==> src/rtl/palette_write_ctrl.sv <==
// Palette BRAM write sequencer: arbitrates a buffered host write stream and a
// range-fill engine onto the single palette write port, optionally only in blanking.
module palette_write_ctrl #(
   parameter int FIFO_AW = 4
) (
   input  logic               clk_pix,
   input  logic               rst_pix,
   input  logic               de,
   input  logic               blank_only,
   input  logic               host_valid,
   output logic               host_ready,
   input  logic [7:0]         host_idx,
   input  logic [23:0]        host_rgb,
   input  logic               fill_start,
   input  logic [7:0]         fill_first,
   input  logic [7:0]         fill_last,
   input  logic [23:0]        fill_rgb,
   output logic               fill_busy,
   output logic               pal_we,
   output logic [7:0]         pal_waddr,
   output logic [23:0]        pal_wdata,
   output logic [FIFO_AW:0]   fifo_level
);

   localparam int DEPTH = 1 << FIFO_AW;
   localparam logic [FIFO_AW:0]   LVL_FULL = {1'b1, {FIFO_AW{1'b0}}};
   localparam logic [FIFO_AW:0]   LVL_ONE  = {{FIFO_AW{1'b0}}, 1'b1};
   localparam logic [FIFO_AW-1:0] PTR_ONE  = {{(FIFO_AW-1){1'b0}}, 1'b1};

   typedef enum logic [0:0] {FILL_IDLE = 1'b0, FILL_RUN = 1'b1} fill_state_t;

   logic [31:0]        fifo_mem_r [DEPTH];
   logic [FIFO_AW-1:0] wr_ptr_r, rd_ptr_r;
   logic [FIFO_AW:0]   level_r;
   fill_state_t        state_r, state_nxt_s;
   logic [7:0]         fill_ptr_r;
   logic [8:0]         fill_remain_r;
   logic [23:0]        fill_rgb_r;
   logic               rr_host_r;
   logic               pal_we_r;
   logic [7:0]         pal_waddr_r;
   logic [23:0]        pal_wdata_r;

   logic        host_ready_s, push_s, eligible_s, h_req_s, f_req_s;
   logic        grant_h_s, grant_f_s;
   logic [31:0] fifo_head_s;

   assign host_ready_s = (level_r != LVL_FULL);
   assign push_s       = host_valid && host_ready_s;
   assign eligible_s   = !blank_only || !de;
   assign h_req_s      = (level_r != {(FIFO_AW+1){1'b0}});
   assign f_req_s      = (state_r == FILL_RUN);
   assign fifo_head_s  = fifo_mem_r[rd_ptr_r];

   // Single-grant arbiter; under contention the side not served last time wins.
   always_comb begin
      grant_h_s = 1'b0;
      grant_f_s = 1'b0;
      if (eligible_s) begin
         if (h_req_s && f_req_s) begin
            if (rr_host_r) begin
               grant_h_s = 1'b1;
            end else begin
               grant_f_s = 1'b1;
            end
         end else if (h_req_s) begin
            grant_h_s = 1'b1;
         end else if (f_req_s) begin
            grant_f_s = 1'b1;
         end else begin
            grant_h_s = 1'b0;
         end
      end else begin
         grant_h_s = 1'b0;
      end
   end

   // Host FIFO storage; no reset needed, occupancy is tracked by level_r.
   always_ff @(posedge clk_pix) begin
      if (push_s) begin
         fifo_mem_r[wr_ptr_r] <= {host_idx, host_rgb};
      end
   end

   // Host FIFO pointers and occupancy.
   always_ff @(posedge clk_pix or posedge rst_pix) begin
      if (rst_pix) begin
         wr_ptr_r <= {FIFO_AW{1'b0}};
         rd_ptr_r <= {FIFO_AW{1'b0}};
         level_r  <= {(FIFO_AW+1){1'b0}};
      end else begin
         if (push_s) wr_ptr_r <= wr_ptr_r + PTR_ONE;
         if (grant_h_s) rd_ptr_r <= rd_ptr_r + PTR_ONE;
         case ({push_s, grant_h_s})
            2'b10:   level_r <= level_r + LVL_ONE;
            2'b01:   level_r <= level_r - LVL_ONE;
            default: level_r <= level_r;
         endcase
      end
   end

   // Fill engine next-state: the grant that issues the last write ends the run.
   always_comb begin
      state_nxt_s = state_r;
      case (state_r)
         FILL_IDLE: begin
            if (fill_start) state_nxt_s = FILL_RUN;
            else            state_nxt_s = FILL_IDLE;
         end
         FILL_RUN: begin
            if (grant_f_s && (fill_remain_r == 9'd1)) state_nxt_s = FILL_IDLE;
            else                                      state_nxt_s = FILL_RUN;
         end
         default: state_nxt_s = FILL_IDLE;
      endcase
   end

   // Fill engine state register.
   always_ff @(posedge clk_pix or posedge rst_pix) begin
      if (rst_pix) state_r <= FILL_IDLE;
      else         state_r <= state_nxt_s;
   end

   // Fill range datapath; a wrapped range is handled by mod-256 arithmetic.
   always_ff @(posedge clk_pix or posedge rst_pix) begin
      if (rst_pix) begin
         fill_ptr_r    <= 8'd0;
         fill_remain_r <= 9'd0;
         fill_rgb_r    <= 24'd0;
      end else if ((state_r == FILL_IDLE) && fill_start) begin
         fill_ptr_r    <= fill_first;
         fill_remain_r <= {1'b0, fill_last - fill_first} + 9'd1;
         fill_rgb_r    <= fill_rgb;
      end else if (grant_f_s) begin
         fill_ptr_r    <= fill_ptr_r + 8'd1;
         fill_remain_r <= fill_remain_r - 9'd1;
      end
   end

   // Round-robin pointer and registered palette write port.
   always_ff @(posedge clk_pix or posedge rst_pix) begin
      if (rst_pix) begin
         rr_host_r   <= 1'b1;
         pal_we_r    <= 1'b0;
         pal_waddr_r <= 8'd0;
         pal_wdata_r <= 24'd0;
      end else begin
         pal_we_r <= grant_h_s || grant_f_s;
         if (grant_h_s) begin
            rr_host_r   <= 1'b0;
            pal_waddr_r <= fifo_head_s[31:24];
            pal_wdata_r <= fifo_head_s[23:0];
         end else if (grant_f_s) begin
            rr_host_r   <= 1'b1;
            pal_waddr_r <= fill_ptr_r;
            pal_wdata_r <= fill_rgb_r;
         end
      end
   end

   assign host_ready = host_ready_s;
   assign fill_busy  = (state_r == FILL_RUN);
   assign pal_we     = pal_we_r;
   assign pal_waddr  = pal_waddr_r;
   assign pal_wdata  = pal_wdata_r;
   assign fifo_level = level_r;

endmodule

==> config.mk <==
export PLATFORM = sky130hd
export DESIGN_NAME = palette_write_ctrl
export DESIGN_NICKNAME = d
export VERILOG_FILES = /design/src/rtl/palette_write_ctrl.sv
export SDC_FILE = /design/constraint.sdc
export NUM_CORES = 1
export LEC_CHECK = 0
export BUFFER_PORTS_ARGS = -buffer_cell sky130_fd_sc_hd__buf_2
export CORE_MARGIN = 5
export CORE_UTILIZATION = 61
export CTS_CLUSTER_SIZE = 16
export DETAILED_ROUTE_END_ITERATION = 12
export PLACE_DENSITY_LB_ADDON = 0.1
export SYNTH_ARGS = -nofsm -noshare
export SYNTH_HDL_FRONTEND = slang
export SYNTH_SLANG_ARGS = --single-unit
==> constraint.sdc <==
create_clock -name clk_pix -period 4.8 [get_ports clk_pix]
set_clock_uncertainty 0.05 [all_clocks]
set_input_delay 0.48 -clock clk_pix [delete_from_list [all_inputs] [get_ports clk_pix]]
set_output_delay 0.48 -clock clk_pix [all_outputs]
set_load 0.005 [all_outputs]
Word level (Yosys, flattened, before mapping)
Memories as Yosys holds them, arrays and structs flattened.
Cells that the tools add are included.
Operators by class
  reductions and logical operators: 12
  eq/ne operators: 4
  muxes and demuxes: 25
  add/sub/neg operators: 8
  bitwise gates (word level): 1
Operators by type and width (number)
  $mux 24: 2
  $mux 8: 4
  $mux 9: 2
  $mux 1: 15
  $pmux 5 s2: 1
  $add 8x1->9 const B: 1
  $eq 9x1->1 const B: 1
  $sub 9x1->9 const B: 1
  $add 4x1->4 const B: 2
  $add 8x1->8 const B: 1
  $sub 8x8->8: 1
  $reduce_bool 2->1: 3
  $add 5x1->5 const B: 1
  $ne 5x5->1 const B: 1
  $reduce_bool 5->1: 1
  $sub 5x1->5 const B: 1
  $logic_and 1x1->1: 4
  $eq 2x1->1 const B: 1
  $eq 2x2->1 const B: 1
  $logic_not 1->1: 2
  $logic_or 1x1->1: 2
  $pmux 1 s2: 1
  $not 1->1: 1
Word-level totals
  register bits: 89
  memories kept: 1
  logic and storage cells: 62
  input port bits: 78
  memory bits (writable): 512
Memories
  fifo_mem_r: depth 16, width 32, read ports 1, clocked after Yosys merged registers in 0, wr ports 1, line 32  | logic [31:0] fifo_mem_r [DEPTH];

Depth between registers and ports, before layout
  word-level depth: 7
  gate-level depth with buffers: 16
  mapped depth without buffers: 13

Worst setup path before layout
OpenSTA, ideal clock, no wires.
  kind: reg2reg
  start point: register level_r[2], in the netlist fifo_level[2]
  end point: memory fifo_mem_r[3][0], enable pin
  setup time: 461 ps
  cell stages (with the launch flop): 8
  arrival: 3423 ps
  slack: 866 ps
  period minus slack after synthesis: 3934 ps
  cell sequence: dfrtp_1 -> buf_2 -> nor4_1 -> nand2_1 -> and2_1 -> clkbuf_1 -> nand2_1 -> nor3_1
Between the ends
  word-level cells in the longest chain between the ends: 4
RTL lines
  start: declaration: line 34  | logic [FIFO_AW:0] level_r;
  start signal: assignment: line 90  | level_r <= {(FIFO_AW+1){1'b0}};
  start signal: assignment: line 95  | 2'b10: level_r <= level_r + LVL_ONE;
  start signal: assignment: line 96  | 2'b01: level_r <= level_r - LVL_ONE;
  $ne 5x5->1: line 48  | assign host_ready_s = (level_r != LVL_FULL);
  named net host_ready: line 11  | output logic host_ready,
  $logic_and 1x1->1: line 49  | assign push_s = host_valid && host_ready_s;
  $mux 1: line 80  | if (push_s) begin
  $mux 1 (implied by the code): line 81  | fifo_mem_r[wr_ptr_r] <= {host_idx, host_rgb};
  end: declaration: line 32
The timed path passes the listed nets, and every way through them passes these cells.

Worst setup path in the final report
  start point: register level_r[1], in the netlist fifo_level[1]
  end point: register level_r[4], in the netlist fifo_level[4]
Between the ends
  word-level cells in the longest chain between the ends: 6
  elaborated cells between the ends (all ways): 13
RTL lines
  $reduce_bool 5->1: line 51  | assign h_req_s = (level_r != {(FIFO_AW+1){1'b0}});
  $mux 1 / $logic_and 1x1->1 (equally long branches): line 66, 60
  $mux 1: line 60  | if (h_req_s && f_req_s) begin
  $mux 1: line 59  | if (eligible_s) begin
  $eq 2x1->1 / $eq 2x2->1 (equally long branches): line 94  | case ({push_s, grant_h_s})
  $pmux 5 s2 / $reduce_bool 2->1 (equally long branches)
Several ways; a longest one is shown, not always the timed one.
A chain may end at the register's enable or synchronous reset.

==> impl_metrics.py <==
metrics = {
    "drt": {
        "routed-via-count": 11830,
        "ant_nets": 0,
        "wl_per_cell_um": 27.02,
        "routed_wirelength_um": 51180,
        "first_pass_iters": 5,
        "drtIter0Drc": 1196,
        "vias_per_cell": 6.248,
        "drc_errors": 0,
    },
    "yosys": {
        "synth_top_cell_area_share": 0.6470,
        "synth-seq-area-share": 0.7408,
        "synthCells": 1179,
        "yosysWarnings": 0,
        "ys_ff_latch": 601,
        "syn_nets": 1278,
        "synth_area_um2": 23760,
        "synth_top_area_cell": "edfxtp_1",
        "netlist_top_cells_area": "edfxtp_1, mux4_2, dfrtp_1, nand2_1, mux2_2",
        "yosysUniqueCellTypes": 53,
        "avgSynthCellArea_um2": 20.16,
    },
    "clock_network": {
        "clk_path_buf_depth": 3,
        "cts_buffers": 58,
        "path_clk_slew_ps": 60,
        "clock_latency_ps": 600,
        "htreeDepth": 2,
        "cts_tree": "yes",
        "root_buffer": "clkbuf_16",
        "clock_sinks": 601,
    },
    "final_layout": {
        "drive_gt1_frac": 0.3282,
        "fillers": 2430,
        "layout.nets": 1424,
        "final_common_cell": "edfxtp_1",
        "finish.utilization": 0.7034,
        "area_growth_pct": 14.13,
        "layout_common_cells": "edfxtp_1, mux4_2, buf_2, nand2_1, dfrtp_1",
    },
    "power_and_ir_drop": {
        "p_int_mw": 11.41,
        "ir_drop_uv": 324.8,
        "switching_share": 0.2941,
        "pwr_density_cell_nw_per_um2": 595.7,
        "clkPwrFrac": 0.283,
        "p_sw_mw": 4.751,
        "combPwrFrac": 0.272,
        "seqPwrFrac": 0.445,
        "total_power_mw": 16.16,
        "leakagePower_nw": 9.325,
    },
    "timing": {
        "rsz0062_at_grt": "no",
        "setup_slack_ps": 948.1,
        "fmax_ghz": 0.2596,
        "final_hold_viol_count": 0,
        "timing.hold.ws_ps": 54.69,
        "setup_viol": 0,
        "slew_viol_final": 0,
        "finalSetupTns_ps": 0,
        "finalCritPeriodShare": 0.8025,
        "slew_headroom": 0.1209,
        "tightest_slew_ps": 1312,
        "period_needed_ps": 3852,
    },
    "hold_path": {
        "min_from": "fill_rgb[0]",
        "hold_path_depth": 2,
        "worstHoldEndpoint": "fill_rgb_r[0]",
        "worstHoldPathType": "in2reg",
    },
    "global_routing": {
        "antenna_found_initial": 3,
        "gr-usage-all-layers": 0.2396,
        "grt_pass1_wl_um": 77620,
        "grt_pass1_vias": 12350,
        "grt_overflow_total": 0,
        "grt_max_degree": 58,
    },
    "floorplanning": {
        "num_rows": 72,
        "boundaryPins": 118,
        "die_w_um": 207.4,
        "start_util": 0.6163,
        "die_area_um2": 43000,
        "fp.dieH_um": 207.4,
        "core_um2": 38560,
    },
    "placement": {
        "finalWeightedCongestion": 0.7900,
        "io_buffers": 117,
        "hpwl_um": 28620,
        "pre_cts_ws_ps": 948.6,
    },
    "setup_path": {
        "r2r_cells": 13,
        "worstPathRequired_ps": 5240,
        "reg2reg_to": "fifo_level[4]",
        "rrSetupSlack_ps": 950,
        "r2r-start": "fifo_level[1]",
        "cp_max_fo": 37,
        "endpoint_kind": "flip-flop",
        "timing_worst_setup_path_type": "reg2reg",
        "critPathLaunchType": "flip-flop",
        "arrival_ps": 4290,
    },
    "flow_run": {
        "cap_viol_max_count": 0,
    },
    "status": {
        "outcome": "finished clean",
    },
}
-- kinds of logic after synthesis --
| kind of cell | Yosys count | synth area share |
|---|---|---|
| and+or+nand+nor | 172 | 0.03228 |
| xor gates and xnor gates | 29 | 0.01069 |
| DFF | 601 | 0.7408 |
| muxes | 189 | 0.1652 |
| buffers and inverters | 84 | 0.01522 |
| AOI/OAI and AO/OA | 83 | 0.02443 |
| adders and majority gates | 21 | 0.01137 |
-- stage by stage --
step                      area (µm²)  std cells
after floorplan                23760       1179
after global placement         25160       1782
after detailed placement       25160       1782
after CTS                      27120       1892
after global routing           27120       1892
final                          27120       1894
-- registers in the layout, indices dropped and copies added (netlist names) --
| name | flops |
|---|---|
| fifo_mem_r | 512 |
| fill_rgb_r | 24 |
| pal_wdata | 24 |
| fill_remain_r | 9 |
| fill_ptr_r | 8 |
| pal_waddr | 8 |
| fifo_level | 5 |
| rd_ptr_r | 4 |
| wr_ptr_r | 4 |
| fill_busy | 1 |
| pal_we | 1 |
| rr_host_r | 1 |
-- per-layer routing --
| metal | share of wire | vias up | global-route usage |
|---|---|---|---|
| met5 | 0.00041 | - | 0 |
| met4 | 0.020 | 4 | 0.06179 |
| met3 | 0.062 | 70 | 0.03839 |
| met2 | 0.52 | 400 | 0.4057 |
| met1 | 0.40 | 6292 | 0.3344 |
| li1 | - | 5068 | - |
-- worst max-delay path by stage --
| stage | start | to | slack (ps) | depth (start not counted) |
|---|---|---|---|---|
| after floorplan | fifo_level[2] | fifo_mem_r[3][0] | 870 | 7 |
| after global placement | fifo_level[1] | fifo_level[4] | 1100 | 13 |
| after detailed placement | fifo_level[1] | fifo_level[4] | 950 | 13 |
| after CTS | fifo_level[1] | fifo_level[4] | 940 | 13 |
| after global routing | fifo_level[1] | fifo_level[4] | 660 | 13 |
| final | fifo_level[1] | fifo_level[4] | 950 | 13 |
-- final cells by class --
type,instances,area (µm²),share of cell area
Sequential cell,601,17610,0.6494
Clock inverter,26,234.0,0.008627
Clock buffer,83,1709,0.06302
Inverter,23,88.84,0.003276
Timing Repair Buffer,147,900.9,0.03322
Antenna cell,2,5.005,0.0001845
Tap cell,518,648.1,0.02390
Multi-Input combinational cell,494,5922,0.2184
-- critical path, stage by stage (launching register included) --
cell and delay [ps]:
dfrtp_1 480, or4_4 560, o21ai_1 200, a21o_1 220
inv_2 390, ha_1 490, xor2_1 200, ha_1 230
o21a_1 170, o22a_1 180, a21oi_1 180, xor2_1 150
nor2_1 60, xor2_1 150
-- cell usage after synthesis (all sizes together) --
master / n
edfxtp: 512
mux4: 160
nand2: 93
dfrtp: 88
buf: 35
a22oi: 34
nor2: 29
clkbuf: 26
mux2: 26
inv: 23
ha: 20
o21ai: 15
xnor2: 15
xor2: 14
nand3: 11
a21oi: 10
nand2b: 7
nor3: 7
a21o: 5
nand4: 5
a221o: 4
and2: 3
and3: 3
mux2i: 3
nand4b: 3
nor3b: 3
nor4: 3
a31oi: 2
nor2b: 2
o21a: 2
or3: 2
a211oi: 1
a21boi: 1
a221oi: 1
a311o: 1
a311oi: 1
dfstp: 1
fa: 1
o221ai: 1
o22a: 1
o22ai: 1
o311ai: 1
o31ai: 1
o41ai: 1
or4: 1
-- repair_timing --
| action | in CTS | in global routing |
|---|---|---|
| resized for setup | 0 | 0 |
| setup buffers | 0 | 0 |
| hold buffers | 1 | 0 |
| hold endpoints to repair | 33 | 0 |
-- power groups by stage --
| stage | Combinational [mW] | Clock, mW | Sequential (mW) |
|---|---|---|---|
| after CTS | 4.47 | 4.65 | 7.20 |
| final | 4.40 | 4.57 | 7.19 |
| after floorplan | 3.37 | 0 | 6.88 |
| after global routing | 4.76 | 4.86 | 7.30 |
| after detailed placement | 4.44 | 0 | 7.30 |
| after global placement | 4.36 | 0 | 7.26 |
(Power assumes the default switching activity.)
